===== config.mk =====
export PLATFORM = sky130hd
export DESIGN_NAME = riscv_lsu_bus_master
export DESIGN_NICKNAME = d
export VERILOG_FILES = /design/src/rtl/riscv_lsu_bus_master.sv
export SDC_FILE = /design/constraint.sdc
export NUM_CORES = 1
export LEC_CHECK = 0
export ABC_AREA = 1
export CORE_UTILIZATION = 50
export CTS_BUF_LIST = sky130_fd_sc_hd__clkbuf_2 sky130_fd_sc_hd__clkbuf_4 sky130_fd_sc_hd__clkbuf_8
export DETAILED_ROUTE_END_ITERATION = 6
export MAX_ROUTING_LAYER = met4
export PLACE_DENSITY = 0.88
export SYNTH_ARGS = -nofsm -noshare
export SYNTH_HDL_FRONTEND = slang
export SYNTH_SLANG_ARGS = --single-unit

===== constraint.sdc =====
create_clock -name clk -period 10.4 [get_ports clk]
set_input_delay 2.08 -clock clk [delete_from_list [all_inputs] [get_ports clk]]
set_output_delay 2.08 -clock clk [all_outputs]
set_load 0.03 [all_outputs]

===== src/rtl/riscv_lsu_bus_master.sv =====
`default_nettype none
`timescale 1ns/1ps
// ============================================================================
//  Module   : riscv_lsu_bus_master
//  Brief    : Load/store initiator for the core req/gnt/rvalid data bus.
//             Takes one core access at a time, places data and strobes on the
//             right byte lanes of the 64-bit bus and returns the
//             sign/zero-extended load value as a one-cycle response.
//             Optional watchdog: define LSU_TIMEOUT_EN.
//  Revision : 1.0  initial release
// ============================================================================
module riscv_lsu_bus_master #(
  parameter int ADDR_W         = 32,
  parameter int TIMEOUT_CYCLES = 1024
) (
  input  logic              clk,
  input  logic              rst,
  input  logic              in_valid,
  output logic              in_ready,
  input  logic              in_we,
  input  logic [63:0]       in_addr,
  input  logic [1:0]        in_size,
  input  logic              in_unsigned,
  input  logic [63:0]       in_wdata,
  output logic              resp_valid,
  output logic [63:0]       resp_rdata,
  output logic              resp_misalign,
  output logic              resp_err,
  output logic              req,
  output logic              wren,
  output logic [ADDR_W-1:0] addr,
  output logic [63:0]       wdata,
  output logic [7:0]        wstrb,
  input  logic              gnt,
  input  logic [63:0]       rdata,
  input  logic              rvalid
);

  typedef enum logic [1:0] {
    S_IDLE = 2'd0,
    S_REQ  = 2'd1,
    S_WAIT = 2'd2
  } state_t;

  state_t      r_state;
  state_t      w_state_nxt;

  // Attributes of the access in flight, needed to extract the load value
  logic [2:0]  r_off;
  logic [1:0]  r_size;
  logic        r_uns;
  logic        r_we;

  logic [2:0]  w_off;
  logic        w_accept;
  logic        w_misalign;
  logic        w_timeout;
  logic [63:0] w_st_mask;
  logic [7:0]  w_strb_base;
  logic [63:0] w_st_data;
  logic [7:0]  w_st_strb;
  logic [63:0] w_ld_sh;
  logic [63:0] w_ld_ext;

  assign w_off    = in_addr[2:0];
  assign in_ready = (r_state == S_IDLE);
  assign w_accept = in_valid & in_ready;

  // Only the low ADDR_W address bits reach the bus
  generate
    if (ADDR_W < 64) begin : g_addr_unused
      logic w_unused_addr_hi;
      assign w_unused_addr_hi = ^in_addr[63:ADDR_W];
    end
  endgenerate

`ifdef LSU_TIMEOUT_EN
  logic [31:0] r_cnt;

  // Watchdog counter: restarts on every bus access, runs while busy
  always_ff @(posedge clk or posedge rst) begin
    if (rst) begin
      r_cnt <= '0;
    end else if (r_state == S_IDLE) begin
      r_cnt <= '0;
    end else begin
      r_cnt <= r_cnt + 32'd1;
    end
  end

  // A response arriving on the expiry edge completes normally
  assign w_timeout = (r_state != S_IDLE) && (r_cnt == 32'(TIMEOUT_CYCLES - 1)) &&
                     !((r_state == S_WAIT) && rvalid);
`else
  localparam int c_unused_timeout = TIMEOUT_CYCLES;
  assign w_timeout = 1'b0;
`endif

  // Misalignment check: offset must be a multiple of the access size
  always_comb begin
    w_misalign = 1'b0;
    case (in_size)
      2'd0:    w_misalign = 1'b0;
      2'd1:    w_misalign = w_off[0];
      2'd2:    w_misalign = |w_off[1:0];
      default: w_misalign = |w_off;
    endcase
  end

  // Store lane placement: trim data to size, then shift to the byte offset
  always_comb begin
    w_st_mask   = '0;
    w_strb_base = '0;
    case (in_size)
      2'd0:    begin w_st_mask = 64'h0000_0000_0000_00FF; w_strb_base = 8'h01; end
      2'd1:    begin w_st_mask = 64'h0000_0000_0000_FFFF; w_strb_base = 8'h03; end
      2'd2:    begin w_st_mask = 64'h0000_0000_FFFF_FFFF; w_strb_base = 8'h0F; end
      default: begin w_st_mask = 64'hFFFF_FFFF_FFFF_FFFF; w_strb_base = 8'hFF; end
    endcase
    w_st_data = (in_wdata & w_st_mask) << {w_off, 3'b000};
    w_st_strb = w_strb_base << w_off;
  end

  // Load extraction: right-justify the addressed bytes and extend
  always_comb begin
    w_ld_sh  = rdata >> {r_off, 3'b000};
    w_ld_ext = w_ld_sh;
    case (r_size)
      2'd0:    w_ld_ext = {{56{~r_uns & w_ld_sh[7]}},  w_ld_sh[7:0]};
      2'd1:    w_ld_ext = {{48{~r_uns & w_ld_sh[15]}}, w_ld_sh[15:0]};
      2'd2:    w_ld_ext = {{32{~r_uns & w_ld_sh[31]}}, w_ld_sh[31:0]};
      default: w_ld_ext = w_ld_sh;
    endcase
  end

  // State register
  always_ff @(posedge clk or posedge rst) begin
    if (rst) begin
      r_state <= S_IDLE;
    end else begin
      r_state <= w_state_nxt;
    end
  end

  // Next-state logic; stray gnt/rvalid outside their phase are ignored
  always_comb begin
    w_state_nxt = r_state;
    case (r_state)
      S_IDLE: if (w_accept && !w_misalign) w_state_nxt = S_REQ;
      S_REQ:  if (w_timeout) w_state_nxt = S_IDLE;
              else if (gnt) w_state_nxt = S_WAIT;
      S_WAIT: if (rvalid || w_timeout) w_state_nxt = S_IDLE;
      default: w_state_nxt = S_IDLE;
    endcase
  end

  // Registered bus and response outputs
  always_ff @(posedge clk or posedge rst) begin
    if (rst) begin
      req           <= 1'b0;
      wren          <= 1'b0;
      addr          <= '0;
      wdata         <= '0;
      wstrb         <= '0;
      resp_valid    <= 1'b0;
      resp_rdata    <= '0;
      resp_misalign <= 1'b0;
      resp_err      <= 1'b0;
      r_off         <= '0;
      r_size        <= '0;
      r_uns         <= 1'b0;
      r_we          <= 1'b0;
    end else begin
      resp_valid    <= 1'b0;
      resp_misalign <= 1'b0;
      resp_err      <= 1'b0;
      case (r_state)
        S_IDLE: begin
          if (w_accept) begin
            if (w_misalign) begin
              resp_valid    <= 1'b1;
              resp_misalign <= 1'b1;
              resp_rdata    <= '0;
            end else begin
              req    <= 1'b1;
              wren   <= in_we;
              addr   <= in_addr[ADDR_W-1:0];
              wdata  <= in_we ? w_st_data : 64'd0;
              wstrb  <= in_we ? w_st_strb : 8'd0;
              r_off  <= w_off;
              r_size <= in_size;
              r_uns  <= in_unsigned;
              r_we   <= in_we;
            end
          end
        end
        S_REQ: begin
          if (w_timeout) begin
            req        <= 1'b0;
            resp_valid <= 1'b1;
            resp_err   <= 1'b1;
            resp_rdata <= '0;
          end else if (gnt) begin
            req <= 1'b0;
          end
        end
        S_WAIT: begin
          if (rvalid) begin
            resp_valid <= 1'b1;
            resp_rdata <= r_we ? 64'd0 : w_ld_ext;
          end else if (w_timeout) begin
            resp_valid <= 1'b1;
            resp_err   <= 1'b1;
            resp_rdata <= '0;
          end
        end
        default: req <= 1'b0;
      endcase
    end
  end

endmodule
`default_nettype wire


### Yosys cells after proc, flatten, opt, wreduce, memory -nomap -nowiden

Cells that the tools add are included.

| storage, ports and cells | value |
|---|---|
| word-level logic and storage cells | 71 |
| flip-flop bits (word level) | 180 |
| bits of input ports | 201 |
| output and inout bits | 174 |

| cells by class | value |
|---|---|
| shift-type cells | 3 |
| equality and inequality tests | 12 |
| multiplexer cells | 24 |
| bitwise operators | 8 |
| reductions and logical operators | 12 |

Operator list:

| cell | number |
|---|---|
| $pmux 64 s3 | 2 |
| $mux 64 | 5 |
| $pmux 64 s2 | 1 |
| $and 64x64->64 | 1 |
| $shl 64x6->64 | 1 |
| $shr 64x6->64 | 1 |
| $pmux 8 s3 | 1 |
| $mux 8 | 1 |
| $reduce_and 4->1 | 2 |
| $shl 8x3->8 | 1 |
| $mux 1 | 7 |
| $eq 2x1->1 const B | 3 |
| $eq 2x2->1 const B | 3 |
| $logic_not 2->1 | 3 |
| $mux 2 | 3 |
| $ne 2x1->1 const B | 3 |
| $ne 2x2->1 const B | 3 |
| $pmux 1 s3 | 2 |
| $pmux 2 s3 | 1 |
| $reduce_and 3->1 | 2 |
| $and 1x1->1 | 4 |
| $not 1->1 | 3 |
| $reduce_or 3->1 | 1 |
| $pmux 1 s2 | 1 |
| 4 further kinds | 4 |

### Logic depth before layout (Yosys ltp)

| logic depth | value |
|---|---|
| word-level depth | 6 |
| mapped depth | 13 |
| depth with buffers taken out | 11 |

### Worst setup path before layout

Ideal clock, no wire load.

| timing path | value |
|---|---|
| kind | input to register |
| from | in in_addr[1] |
| to | reg wdata[33] |
| slack | 7,129 ps |
| data required time | 10,335 ps |
| arrival time | 3,206 ps |
| cell stages on the path | 11 |
| setup time | 65 ps |
| path buffers | 2 |
| cell sequence | buf_2 -> nor2_4 -> nand2_1 -> nand2_2 -> nand2_4 -> nor2_8 -> buf_2 -> nand3_1 -> o21ai_1 -> nand2_1 -> nand2_1 |

| on the way | value |
|---|---|
| word-level cells in the longest chain between the ends | 4 |
| elaborated cells between the ends (all ways) | 7 |
| classes of those cells | shift: 1; mux: 2; bitwise: 1; reduce/logical: 3 |

Ends and longest elaborated chain:

| item | line | source |
|---|---|---|
| from (decl) | 21 | `input logic [63:0] in_addr,` |
| parallel branches: the longest is 4 deep, another holds $shl 64x6->64 | - |  |
| to (signal assigned) | 188 | `wdata <= in_we ? w_st_data : 64'd0;` |
| to (decl) | 32 | `output logic [63:0] wdata,` |

Several ways; the timed one is not identified.
A chain may end at the register's enable or synchronous reset.

### Worst setup path after layout

| timing path | value |
|---|---|
| from | in in_addr[0] |
| to | reg resp_rdata[61] |

| on the way | value |
|---|---|
| word-level cells in the longest chain between the ends | 4 |
| elaborated cells between the ends (all ways) | 5 |
| classes of those cells | eq/ne: 1; mux: 1; reduce/logical: 3 |

Ends and longest elaborated chain:

| item | line | source |
|---|---|---|
| $reduce_or 3->1 or $reduce_or 2->1 (tied branches) | 106, 105 |  |
| $pmux 1 s3 * | 102 | `case (in_size)` |
| $ne 2x1->1 (no line) * | - |  |
| $reduce_and 4->1 (no line) * | - |  |
| to (signal assigned) | 210 | `resp_rdata <= r_we ? 64'd0 : w_ld_ext;` |
| to (decl) | 26 | `output logic [63:0] resp_rdata,` |

Every way passes the cells marked *; elsewhere a longest branch is shown, timed or not.

==> impl_summary.txt <==
----------------------------------------------------
[Pwr]
  Power per standard cell area ... 270.7 mW/mm^2
  Static leakage power ... ~7 nW
  Maximum vdd drop ... between 150 and 200 uV
  Sum of internal, switching and leakage power ... 3.843 mW

[Die]
  Vert. Die Dim ... approximately 150 um
  Site Rows ... 52
  Die boundary width ... 146.4 um
  Initial Utilization ... 51.21%
  Total die area ... 0.02144 sq mm
  Standard cell core area ... 0.02036 sq mm
  I/O pin total ... 375

[Setup path]
  Flop-to-flop setup slack ... approximately 7.6 ns
  Setup crit end kind ... flop
  Req. time, crit path ... 10.82 ns
  Element type at the critical path start ... input port
  Slowest cell on the critical path ... sky130_fd_sc_hd__buf_4
  Critical path cell sequence ... clkdlybuf4s50_1, buf_4, inv_2, o21ai_2, nand3_1, nand2_1, inv_2, nor2_4, buf_4, nand3_1, nand2_1
  Crit Path Category ... input port to flop
  Crit Path Max Fanout ... between 60 and 70
  Crit path largest cell delay ... 0.55 ns
  Signal arrival time at the worst endpoint ... around 5.7 ns

[Cells and area]
  Share of the core filled with cells in the final layout ... between 60% and 70%
  Synth-to-Final Area Change ... 36.12%
  Final design instance area without fill ... ~0.014 sq mm
  Number of nets at the end of the flow ... 2,011
  Count of non-filler cells in the finished layout ... 2,093
  Share of final-layout standard cells stronger than drive strength 1 ... 3.785%
  Antenna Diode Count ... 0

[Job]
  Number of maximum-capacitance constraint violations ... 0

[Global routing]
  Initial antenna violation count ... 0
  Number of global-route vias before repair ... 11,440
  Largest net degree at the start of global routing ... 99
  Wire length of the first global-routing pass ... 61.23 mm
  GRT Overall Usage ... 38.32%
  Total global routing overflow ... 0

[STA]
  Worst slew pin tran ... ~1.2 ns
  Fmax achieved ... roughly 190 MHz
  Final min period ... 5.262 ns
  Total Neg Setup Slack ... 0 ns
  Fin worst setup slack ... 5.138 ns
  Clock skew after layout ... 0.02339 ns
  Setup repair after global routing missed its margin ... no
  Max_slew headroom ... slightly above 20%
  Final worst path period share ... between 50 and 60%
  Worst Hold Margin ... 0.4886 ns
  Final hold viol count ... 0
  Slew Limit Fails ... 0
  Endpoints failing setup ... 0

[Clocking]
  Number of setup buffers added after CTS ... 0
  Root buffer cell ... sky130_fd_sc_hd__clkbuf_8
  Clock insertion delay at the later pin of the skew report ... 0.49 ns
  Total CTS buffers ... 17
  Total number of H-tree levels ... 4
  Number of clock sinks ... 177
  Post-CTS clock slew at the launch and capture registers of the worst setup and hold paths ... 0.10 ns
  Cts-stage hold buffer count ... 0
  Max Root-Sink Buffers ... 2
  Clock tree from TritonCTS ... done
  Total of cells resized after clock tree synthesis ... 0

[Detailed routing]
  Pre-Repair DR Iteration Count ... 6
  Post-Route WL ... 39.66 mm
  Remaining antenna violation count after routing ... 0
  Routed wirelength normalized by instance count ... approximately 19 um
  Via count of the routed design ... 11,940
  Drt via density ... 5.702
  DRC violations left ... 0
  Detailed router's first-iteration violation count ... 1,529

[Logic synthesis]
  Async set or reset register ratio after synthesis ... 100.0%
  Cell count after synthesis ... around 1,500
  Most frequently used cell type in the post-synthesis netlist ... sky130_fd_sc_hd__nand2_1
  Post-synth top area cell ... sky130_fd_sc_hd__dfrtp_1
  Post-Synthesis Net Count ... 1,749
  EDFF count, synth ... 0
  Commonest cells in the netlist ... sky130_fd_sc_hd__nand2_1, sky130_fd_sc_hd__o21ai_0, sky130_fd_sc_hd__dfrtp_1
  Ys flop type ... sky130_fd_sc_hd__dfrtp_1
  Post-synthesis sequential element count ... between 150 and 200
  Mean post-synth cell area ... slightly below 7 sq um
  Sequential cell area fraction in the yosys report ... 42.47%
  Post-synth cell types ... 30
  Cell area after synthesis ... between 0.01 and 0.015 sq mm
  Area share of the largest cell type after synthesis ... 42.47%
  Synth top area cells ... sky130_fd_sc_hd__dfrtp_1, sky130_fd_sc_hd__nand2_1, sky130_fd_sc_hd__o21ai_0
  Number of warnings reported in the yosys synthesis log ... 0

[Placed design]
  Post-DP HPWL ... 27.60 mm
  Post-placement cell area ... 0.01375 sq mm
  Port bufs ... 341
  Placed insts ... 2,061
  Gp weighted congestion ... 0.9711
  Setup Slack @ Placement ... 4.747 ns

[Hold path]
  Worst hold path type ... flop to flop

[Outcome]
  Run status ... complete, no violations

----------------------------------------------------
-- flip-flops by register name, indices dropped and copies added (netlist names) --
name           count
r_uns              1
wdata             64
resp_valid         1
resp_rdata        64
wstrb              8
addr              32
req                1
resp_misalign      1
r_size             2
r_state            2
wren               1
-- cell usage in the layout, fill, tap and decap left out, types with 2 or more instances in the layout --
cell type and n:
sky130_fd_sc_hd__nand3_1 137, sky130_fd_sc_hd__dfrtp_2 2, sky130_fd_sc_hd__inv_8 2, sky130_fd_sc_hd__clkinv_8 6
sky130_fd_sc_hd__nand2_2 4, sky130_fd_sc_hd__nand2_4 3, sky130_fd_sc_hd__inv_6 4, sky130_fd_sc_hd__or2_2 4
sky130_fd_sc_hd__dfrtp_1 175, sky130_fd_sc_hd__mux2i_1 9, sky130_fd_sc_hd__o211ai_1 17, sky130_fd_sc_hd__o21ai_1 8
sky130_fd_sc_hd__inv_2 5, sky130_fd_sc_hd__buf_4 13, sky130_fd_sc_hd__a21oi_1 48, sky130_fd_sc_hd__clkdlybuf4s50_1 341
sky130_fd_sc_hd__o31ai_1 2, sky130_fd_sc_hd__a31oi_1 2, sky130_fd_sc_hd__nor2_4 2, sky130_fd_sc_hd__clkbuf_8 17
sky130_fd_sc_hd__nor2_1 37, sky130_fd_sc_hd__nand2_1 709, sky130_fd_sc_hd__a22oi_1 7, sky130_fd_sc_hd__o21ai_0 201
sky130_fd_sc_hd__inv_1 57
-- report_power, final --
| group | leakage [nW] | total, mW | internal [mW] | switching [mW] |
|---|---|---|---|---|
| clock | 0.215 | 0.524 | 0.210 | 0.314 |
| sequential | 2.37 | 1.08 | 0.920 | 0.156 |
| combinational | 4.36 | 2.24 | 0.757 | 1.49 |
| total | 6.94 | 3.84 | 1.89 | 1.96 |
-- layer usage --
layer,part of all wire (%),global-route usage [%]
met5,0,-
met2,48,62.60
met1,36,45.15
met3,10,7.250
met4,5.0,19.58
-- worst max-delay path: cells and delay by family --
| family | cells | cell delay, ns |
|---|---|---|
| compound gates | 1 | 0.38 |
| buf+inv | 5 | 2.37 |
| simple gates | 5 | 0.77 |
-- logic make-up after synthesis --
family	synth area share, %
compound gates	14.47
flops	42.47
simple gates	34.70
buf+inv	7.462
mux	0.8639
other cells	0.03596
-- layout make-up --
cell class	instances	area, sq um
multi-input cells	1195	5221
repair buffers	354	3511
fillers	1758	6168
well taps	270	337.8
flip-flops and latches	177	4432
clock inverters	15	209.0
inverters	65	251.5
clock buffers	17	234.0
-- final timing paths --
check / from / end / cells past startpoint
worst max-delay path: in_addr[0] / resp_rdata[61] / 11
worst min-delay path: resp_rdata[4] / resp_rdata[4] / 2
worst max register to register: addr[1] / resp_rdata[61] / 12
worst min register to register: resp_rdata[4] / resp_rdata[4] / 2
max in group asynchronous: rst / resp_rdata[13] / 3
min in group asynchronous: rst / resp_rdata[25] / 2
Power figures use the tool's default switching activity.
